$ cat config.mk
export PLATFORM = sky130hd
export DESIGN_NAME = fifo_uart_tx
export DESIGN_NICKNAME = d
export VERILOG_FILES = /design/src/rtl/fifo_uart_tx.sv
export SDC_FILE = /design/constraint.sdc
export NUM_CORES = 1
export LEC_CHECK = 0
export ABC_AREA = 1
export CORE_AREA = 5 5 69 71
export CTS_BUF_LIST = sky130_fd_sc_hd__clkbuf_4 sky130_fd_sc_hd__clkbuf_8
export DETAILED_ROUTE_END_ITERATION = 12
export DIE_AREA = 0 0 74 76
export PLACE_DENSITY_LB_ADDON = 0.08
export SLEW_MARGIN = 20
export SYNTH_ARGS = -nofsm -noshare
export SYNTH_HDL_FRONTEND = slang
export SYNTH_SLANG_ARGS = --single-unit
export TNS_END_PERCENT = 30
$ cat constraint.sdc
create_clock -name clock -period 1.4 [get_ports clock]
set_input_delay 0.21 -clock clock [delete_from_list [all_inputs] [get_ports clock]]
set_output_delay 0.21 -clock clock [all_outputs]
set_load 0.1 [all_outputs]
$ cat src/rtl/fifo_uart_tx.sv
// ---------------------------------------------------------------------------
// fifo_uart_tx
//   Drain engine for an 8-bit single-clock FIFO. It pops one byte at a time
//   and sends it LSB-first as an async serial frame:
//   start, 8 data bits, optional parity bit, STOP_BITS stop bits.
//
//   Optional feature: define UART_TX_PARITY_EN to add an even-parity bit
//   between the data bits and the stop bit(s).
//
// Parameters
//   CLKS_PER_BIT  clock cycles per serial bit (2..65535)
//   STOP_BITS     number of stop bits (1 or 2)
//
// Ports
//   clock       in   system clock, rising edge
//   reset_n     in   asynchronous active-low reset
//   enable      in   allow new frames to start (sampled in IDLE only)
//   fifo_q      in   FIFO read data, valid the cycle after fifo_rdreq
//   fifo_empty  in   FIFO empty flag
//   fifo_rdreq  out  FIFO read request, one-cycle pulse
//   tx          out  serial line, idle high
//   busy        out  high from the read pulse through the last stop cycle
//   byte_count  out  frames completed since reset (wraps)
// ---------------------------------------------------------------------------
module fifo_uart_tx #(
    parameter int CLKS_PER_BIT = 16,
    parameter int STOP_BITS    = 1
) (
    input  logic        clock,
    input  logic        reset_n,
    input  logic        enable,
    input  logic [7:0]  fifo_q,
    input  logic        fifo_empty,
    output logic        fifo_rdreq,
    output logic        tx,
    output logic        busy,
    output logic [15:0] byte_count
);

    localparam int BW = $clog2(CLKS_PER_BIT);

    typedef enum logic [2:0] {
        S_IDLE,
        S_FETCH,
        S_LOAD,
        S_START,
        S_DATA,
`ifdef UART_TX_PARITY_EN
        S_PARITY,
`endif
        S_STOP
    } state_t;

    state_t        state_q, state_d;
    logic [BW-1:0] baud_q, baud_d;
    logic [2:0]    bit_q, bit_d;
    logic [7:0]    shift_q, shift_d;
    logic          rdreq_q, rdreq_d;
    logic          tx_q, tx_d;
    logic          busy_q, busy_d;
    logic [15:0]   cnt_q, cnt_d;
    logic          baud_last;
`ifdef UART_TX_PARITY_EN
    logic          parity_q, parity_d;
`endif

    assign baud_last = (baud_q == BW'(CLKS_PER_BIT - 1));

    always_comb begin
        state_d = state_q;
        baud_d  = baud_q;
        bit_d   = bit_q;
        shift_d = shift_q;
        rdreq_d = 1'b0;
        cnt_d   = cnt_q;
`ifdef UART_TX_PARITY_EN
        parity_d = parity_q;
`endif
        case (state_q)
            S_IDLE: begin
                baud_d = '0;
                bit_d  = '0;
                if (enable && !fifo_empty) begin
                    rdreq_d = 1'b1;
                    state_d = S_FETCH;
                end
            end
            // FIFO samples the request at the end of this cycle; data
            // shows up on fifo_q during LOAD.
            S_FETCH: state_d = S_LOAD;
            S_LOAD: begin
                shift_d = fifo_q;
                baud_d  = '0;
                bit_d   = '0;
`ifdef UART_TX_PARITY_EN
                parity_d = ^fifo_q;
`endif
                state_d = S_START;
            end
            S_START: begin
                baud_d = baud_q + BW'(1);
                if (baud_last) begin
                    baud_d  = '0;
                    state_d = S_DATA;
                end
            end
            S_DATA: begin
                baud_d = baud_q + BW'(1);
                if (baud_last) begin
                    baud_d  = '0;
                    shift_d = {1'b0, shift_q[7:1]};
                    bit_d   = bit_q + 3'd1;
                    if (bit_q == 3'd7) begin
                        bit_d = '0;
`ifdef UART_TX_PARITY_EN
                        state_d = S_PARITY;
`else
                        state_d = S_STOP;
`endif
                    end
                end
            end
`ifdef UART_TX_PARITY_EN
            S_PARITY: begin
                baud_d = baud_q + BW'(1);
                if (baud_last) begin
                    baud_d  = '0;
                    state_d = S_STOP;
                end
            end
`endif
            // bit_q counts stop bits here.
            S_STOP: begin
                baud_d = baud_q + BW'(1);
                if (baud_last) begin
                    baud_d = '0;
                    if (bit_q == 3'(STOP_BITS - 1)) begin
                        bit_d   = '0;
                        cnt_d   = cnt_q + 16'd1;
                        state_d = S_IDLE;
                    end else begin
                        bit_d = bit_q + 3'd1;
                    end
                end
            end
            default: state_d = S_IDLE;
        endcase
    end

    // tx is the registered image of the current state, so the line trails
    // the state by one cycle: read pulse, FETCH, LOAD, then start bit.
    always_comb begin
        tx_d = 1'b1;
        case (state_q)
            S_START:  tx_d = 1'b0;
            S_DATA:   tx_d = shift_q[0];
`ifdef UART_TX_PARITY_EN
            S_PARITY: tx_d = parity_q;
`endif
            default:  tx_d = 1'b1;
        endcase
    end

    // Covers the cycle after STOP too, which is the registered last stop bit.
    assign busy_d = (state_d != S_IDLE) || (state_q != S_IDLE);

    always_ff @(posedge clock or negedge reset_n) begin
        if (!reset_n) begin
            state_q  <= S_IDLE;
            baud_q   <= '0;
            bit_q    <= '0;
            shift_q  <= '0;
            rdreq_q  <= 1'b0;
            tx_q     <= 1'b1;
            busy_q   <= 1'b0;
            cnt_q    <= '0;
`ifdef UART_TX_PARITY_EN
            parity_q <= 1'b0;
`endif
        end else begin
            state_q  <= state_d;
            baud_q   <= baud_d;
            bit_q    <= bit_d;
            shift_q  <= shift_d;
            rdreq_q  <= rdreq_d;
            tx_q     <= tx_d;
            busy_q   <= busy_d;
            cnt_q    <= cnt_d;
`ifdef UART_TX_PARITY_EN
            parity_q <= parity_d;
`endif
        end
    end

    assign fifo_rdreq = rdreq_q;
    assign tx         = tx_q;
    assign busy       = busy_q;
    assign byte_count = cnt_q;

endmodule

# Word-level counts from Yosys, hierarchy flattened
# Index checks and enable logic that the tools add are counted.
[totals]
reg_bits = 37
inputBits = 12
out_inout_bits = 19
[classes]
addsub = 3
n_eq_ne = 9
n_mux = 19
reduce_logical = 15
[op_table]
columns = ["operator", "n"]
rows = [
  ["$mux 3", 10],
  ["$pmux 3 s6", 1],
  ["$add 16x1->16 const B", 1],
  ["$pmux 8 s2", 1],
  ["$eq 3x3->1 const B", 3],
  ["$pmux 3 s3", 1],
  ["$reduce_bool 3->1", 3],
  ["$mux 8", 1],
  ["$pmux 4 s2", 1],
  ["$eq 3x2->1 const B", 2],
  ["$logic_not 3->1", 2],
  ["$reduce_and 3->1", 2],
  ["$add 4x1->4 const B", 1],
  ["$eq 4x4->1 const B", 1],
  ["$mux 4", 1],
  ["$ne 2x2->1 const B", 2],
  ["$reduce_bool 2->1", 2],
  ["$add 3x1->3 const B", 1],
  ["$eq 3x1->1 const B", 1],
  ["$reduce_or 3->1", 1],
  ["$mux 1", 2],
  ["$pmux 1 s2", 1],
  ["$reduce_and 2->1", 1],
  ["$reduce_or 2->1", 1],
  ["other kinds (3)", 3],
]

# Logic depth before layout (Yosys ltp)
[depth]
word_depth = 6
depth_mapped = 10

# Worst setup path after synthesis
# Ideal clock, no wire load.
[synth_timing]
kind = "register to register"
start = "register cnt_q[1] (netlist: byte_count[1])"
end = "register cnt_q[14] (netlist: byte_count[14])"
setup_time_ps = 122
t_arrival_ps = 1955
t_required_ps = 1278
slack_ps = -678
stages_incl_launch_ff = 9
n_path_buf = 0
synth_period_minus_slack_ps = 2078
path_cell_list = "dfrtp_1 > ha_1 > inv_1 > nor2_1 > nand2_1 > nor2_8 > nand2_1 > nand2_1 > nand2_1"
[synth_between]
elab_chain_cells = 1
[synth_lines]
columns = ["element", "line_no", "rtl"]
rows = [
  ["start: declaration", "61", "logic [15:0] cnt_q, cnt_d;"],
  ["start signal: assignment", "188", "cnt_q <= cnt_d;"],
  ["$add 16x1->16", "139", "cnt_d = cnt_q + 16'd1;"],
]
# No other way between the ends.
# A chain may end at the register's enable or synchronous reset.

# Worst setup path in the final report
[layout_timing]
start = "register baud_q[0]"
end = "register cnt_q[9] (netlist: byte_count[9])"
[layout_between]
elab_chain_cells = 2
[layout_lines]
columns = ["element", "line_no", "rtl"]
rows = [
  ["start: declaration", "55", "logic [BW-1:0] baud_q, baud_d;"],
  ["start signal: assignment", "182", "baud_q <= baud_d;"],
  ["$eq 4x4->1", "67", "assign baud_last = (baud_q == BW'(CLKS_PER_BIT - 1));"],
  ["$reduce_and 3->1 (no source line)", "-", ""],
]
# No other way between the ends.

==> reports/qor_table.md <==
| Metric | Value | Unit |
| --- | --- | --- |
| Final wirelength | 4245 | µm |
| Unrepaired setup endpoints after global routing | yes | - |
| Tightest Hold Check Type | primary input to asynchronous set/reset pin | - |
| Setup ws final | -0.01305 | ns |
| Status | finished with violations | - |
| Sequential-to-total area share from yosys stat | 47.56 | % |
| TritonCTS clock tree | built | - |
| Mean post-synth cell area | 8.156 | µm² |
| Comb power frac | 4.6 | % |
| Synthesis-to-layout area growth | 53.59 | % |
| Multiplexer fraction of the synthesized cell area | 0 | % |
| Commonest cells in the synthesized netlist | sky130_fd_sc_hd__nand2_1, sky130_fd_sc_hd__dfrtp_1, sky130_fd_sc_hd__nor2_1 | - |
| Number of instances in the synthesized netlist | 239 | - |
| Worst setup SP type | register | - |
| Number of vias per cell after detailed routing | 4.847 | - |
| Remaining Overflow, GRT | 0 | - |
| Layout cells sized above 1 | 33.67 | % |
| Minimum hold slack | 0.4305 | ns |
| Standard cell core area | 4174 | µm² |
| Number of nets in the layout | 316 | - |
| Iter 0 DRT Violations | 73 | - |
| Crit share post-route | 100.9 | % |
| P_leak | 1.366 | nW |
| Number of clock sinks | 37 | - |
| Die height | 76 | µm |
| Number of buffers inserted during clock tree synthesis | 5 | - |
| Vias after detailed routing | 1706 | - |
| Maximum VDD drop | 0.0006387 | V |
| Dominant combinational cell family by area after synthesis | simple AND/OR/NAND/NOR gates | - |
| First-pass GRT wire length | 6789 | µm |
| Horizontal die dimension | 74 | µm |
| Total die area | 5624 | µm² |
| Setup violations, final | 3 | - |
| Cell variety after synth | 28 | - |
| Cells taking the most area after synthesis | sky130_fd_sc_hd__dfrtp_1, sky130_fd_sc_hd__nand2_1, sky130_fd_sc_hd__o21ai_0 | - |
| Proportion of netlist area held by the largest area contributor | 46.21 | % |
| Initial Util | 46.70 | % |
| Compound-Gate Fraction of Synth Area | 8.344 | % |
| Max cap viols | 0 | - |
| Number of failing hold endpoints at the final stage | 0 | - |
| Worst-Skew Late Latency | 0.28 | ns |
| XOR/XNOR Fraction of Synth Area | 4.044 | % |
| Power per cell area | 660.8 | nW/µm² |
| Count of unresolved DRC violations after routing | 0 | - |
| Synthesized-area fraction occupied by and/or/nand/nor cells | 29.78 | % |
| I/O pin cnt | 31 | - |
| Weighted congestion at the end of routability-driven global placement | 0.8423 | - |
| Row cnt | 24 | - |
| Finished Core Util | 71.73 | % |
| Post-Place Cell Area | 2728 | µm² |
| Yosys warning total | 0 | - |
| Capturing element type of the critical path | register | - |
| Max-slew violations | 0 | - |
| Post-synthesis adder-cell area fraction | 3.209 | % |
| CTS max path bufs | 2 | - |
| Clock network power share | 40.5 | % |
| Final worst clock skew | 0.004377 | ns |
| Critical Path Fanout Max | 5 | - |
| Final antenna diode count | 0 | - |
| Actual slew at the worst max-slew pin | 0.5226 | ns |
| Total Negative Setup Slacks | -0.03060 | ns |
| Dominant register cell in the synthesized netlist | sky130_fd_sc_hd__dfrtp_1 | - |
| DPL Wire Length | 2997 | µm |
| Most numerous cell in the Yosys netlist | sky130_fd_sc_hd__nand2_1 | - |
| Cell area after synthesis | 1949 | µm² |
| Overall power of the completed layout | 1.979 | mW |
| CTS H-Tree Depth | 2 | - |
| Cell taking the most area after synthesis | sky130_fd_sc_hd__dfrtp_1 | - |
| Proportion of register bits with asynchronous set or reset after synthesis | 100.0 | % |
| Root Driver | sky130_fd_sc_hd__clkbuf_8 | - |
| Endpoint arrival time on the critical path | 1.59 | ns |
| Worst setup path category | register to register | - |
| Time the worst path needs with I/O delays and setup | 1.413 | ns |
| Synthesized net count | 256 | - |
| Antenna violations before repair | 0 | - |
| Tot GR Track Use | 15.18 | % |
| Clock Pin Slew Worst Setup and Hold Paths | 0.07 | ns |
| Post-route cell area | 2994 | µm² |
| Achievable Freq | 0.7077 | GHz |
| Routed WL per cell | 12.06 | µm |
| Switching power as a share of total power | 20.86 | % |
| Vias in the first global route | 1646 | - |
| Antenna violation net count after detailed routing | 0 | - |
| IO Port Bufs | 30 | - |
| Failing checks | negative setup slack | - |
| Sw Pwr | 0.4127 | mW |
| First-pass detailed-route iteration total | 4 | - |
| Worst max-slew margin expressed relative to the limit | 65.16 | % |
| Pin count of the biggest net entering global routing | 24 | - |
| Worst EP required | 1.58 | ns |
| Post-synth EDFFs | 0 | - |
| Share of power burned in registers | 54.8 | % |
| Reg2Reg Depth | 9 | - |
| Internal power | 1.566 | mW |
| Count of state elements after synthesis | 37 | - |
worst paths after layout:
path	start	end	slack (ns)
worst max-delay path	baud_q[0]$_DFFE_PN0P_	byte_count[9]$_DFFE_PN0P_	-0.01
min in group clock	enable	fifo_rdreq$_DFF_PN0_	0.47
worst max register to register	baud_q[0]$_DFFE_PN0P_	byte_count[9]$_DFFE_PN0P_	-0.01
worst min-delay path	reset_n	byte_count[2]$_DFFE_PN0P_	0.43
worst min register to register	shift_q[0]$_DFFE_PN0P_	tx$_DFF_PN1_	0.51
max in group asynchronous	reset_n	fifo_rdreq$_DFF_PN0_	0.43
power by group through the flow:
| stage | registers (mW) | clock network [mW] | logic (mW) |
|---|---|---|---|
| 6_report | 1.08 | 0.802 | 0.0915 |
| 5_1_grt | 1.09 | 0.884 | 0.102 |
| 4_1_cts | 1.08 | 0.833 | 0.0939 |
| 3_5_place_dp | 1.11 | 0 | 0.0913 |
| 3_3_place_gp | 1.11 | 0 | 0.0903 |
| 2_1_floorplan | 1.12 | 0 | 0.0162 |
cell usage in the layout (no fill, tap or decap), types with 3 or more instances in the layout:
| cell type | count |
|---|---|
| sky130_fd_sc_hd__dfrtp_4 | 11 |
| sky130_fd_sc_hd__nand4_1 | 3 |
| sky130_fd_sc_hd__nor2_4 | 6 |
| sky130_fd_sc_hd__clkdlybuf4s50_1 | 10 |
| sky130_fd_sc_hd__nand3b_1 | 3 |
| sky130_fd_sc_hd__ha_4 | 3 |
| sky130_fd_sc_hd__dfrtp_2 | 4 |
| sky130_fd_sc_hd__nand2_4 | 3 |
| sky130_fd_sc_hd__inv_1 | 18 |
| sky130_fd_sc_hd__buf_4 | 21 |
| sky130_fd_sc_hd__nor2_1 | 19 |
| sky130_fd_sc_hd__inv_2 | 6 |
| sky130_fd_sc_hd__o21ai_0 | 19 |
| sky130_fd_sc_hd__nand3_1 | 13 |
| sky130_fd_sc_hd__dfrtp_1 | 21 |
| sky130_fd_sc_hd__nand2_1 | 73 |
| sky130_fd_sc_hd__xor2_1 | 7 |
| sky130_fd_sc_hd__clkbuf_8 | 6 |
| sky130_fd_sc_hd__o21ai_1 | 3 |
| sky130_fd_sc_hd__buf_12 | 22 |
sequential cells by signal, summed over array words and instances (netlist names):
| name | cells |
|---|---|
| tx | 1 |
| state_q | 3 |
| byte_count | 16 |
| baud_q | 4 |
| shift_q | 8 |
| bit_q | 3 |
| fifo_rdreq | 1 |
| busy | 1 |
timing repair:
| action | in CTS | in global routing |
|---|---|---|
| gates cloned | 0 | 1 |
| hold buffers | 1 | 0 |
| hold endpoints to repair | 20 | 0 |
| resized for setup | 6 | 17 |
| buffers inserted | 4 | 4 |
| endpoints found under the setup margin | 10 | 30 |
| pin swaps | 3 | 4 |
layer usage:
metal / share of wire (%) / GRT usage, %
met5: 0 / 0
met4: 1.7 / 4.891
met3: 4.0 / 4.354
met2: 54 / 26.51
met1: 41 / 17.40
cell families after synthesis:
family	after synthesis
fa+ha+maj	5
xor+xnor	9
simple gates	131
flops	37
buf+inv	29
compound gates	28
final cells by class:
class,count,area [µm²]
well taps,52,65.06
repair buffers,57,749.5
clock buffers,8,97.59
inverters,25,106.4
fillers,308,1180
flip-flops and latches,37,973.4
multi-input cells,173,1002
critical path, stage by stage, from the launching register on:
cell	delay, ns
sky130_fd_sc_hd__dfrtp_1	0.39
sky130_fd_sc_hd__ha_4	0.16
sky130_fd_sc_hd__nand3_4	0.09
sky130_fd_sc_hd__nor2_4	0.15
sky130_fd_sc_hd__nand2_4	0.08
sky130_fd_sc_hd__buf_12	0.14
sky130_fd_sc_hd__nor2_4	0.12
sky130_fd_sc_hd__nand2_1	0.06
sky130_fd_sc_hd__nand2_1	0.06
sky130_fd_sc_hd__nand2_1	0.04
metrics by stage:
step / setup slack, ns / std cells
floorplan: -0.04628 / 239
global placement: -0.01714 / 334
detailed placement: -0.05888 / 334
CTS: 0.0001564 / 347
global route: -0.1181 / 352
finish: -0.01305 / 352
Note: power is estimated with default switching activity, not from simulation.
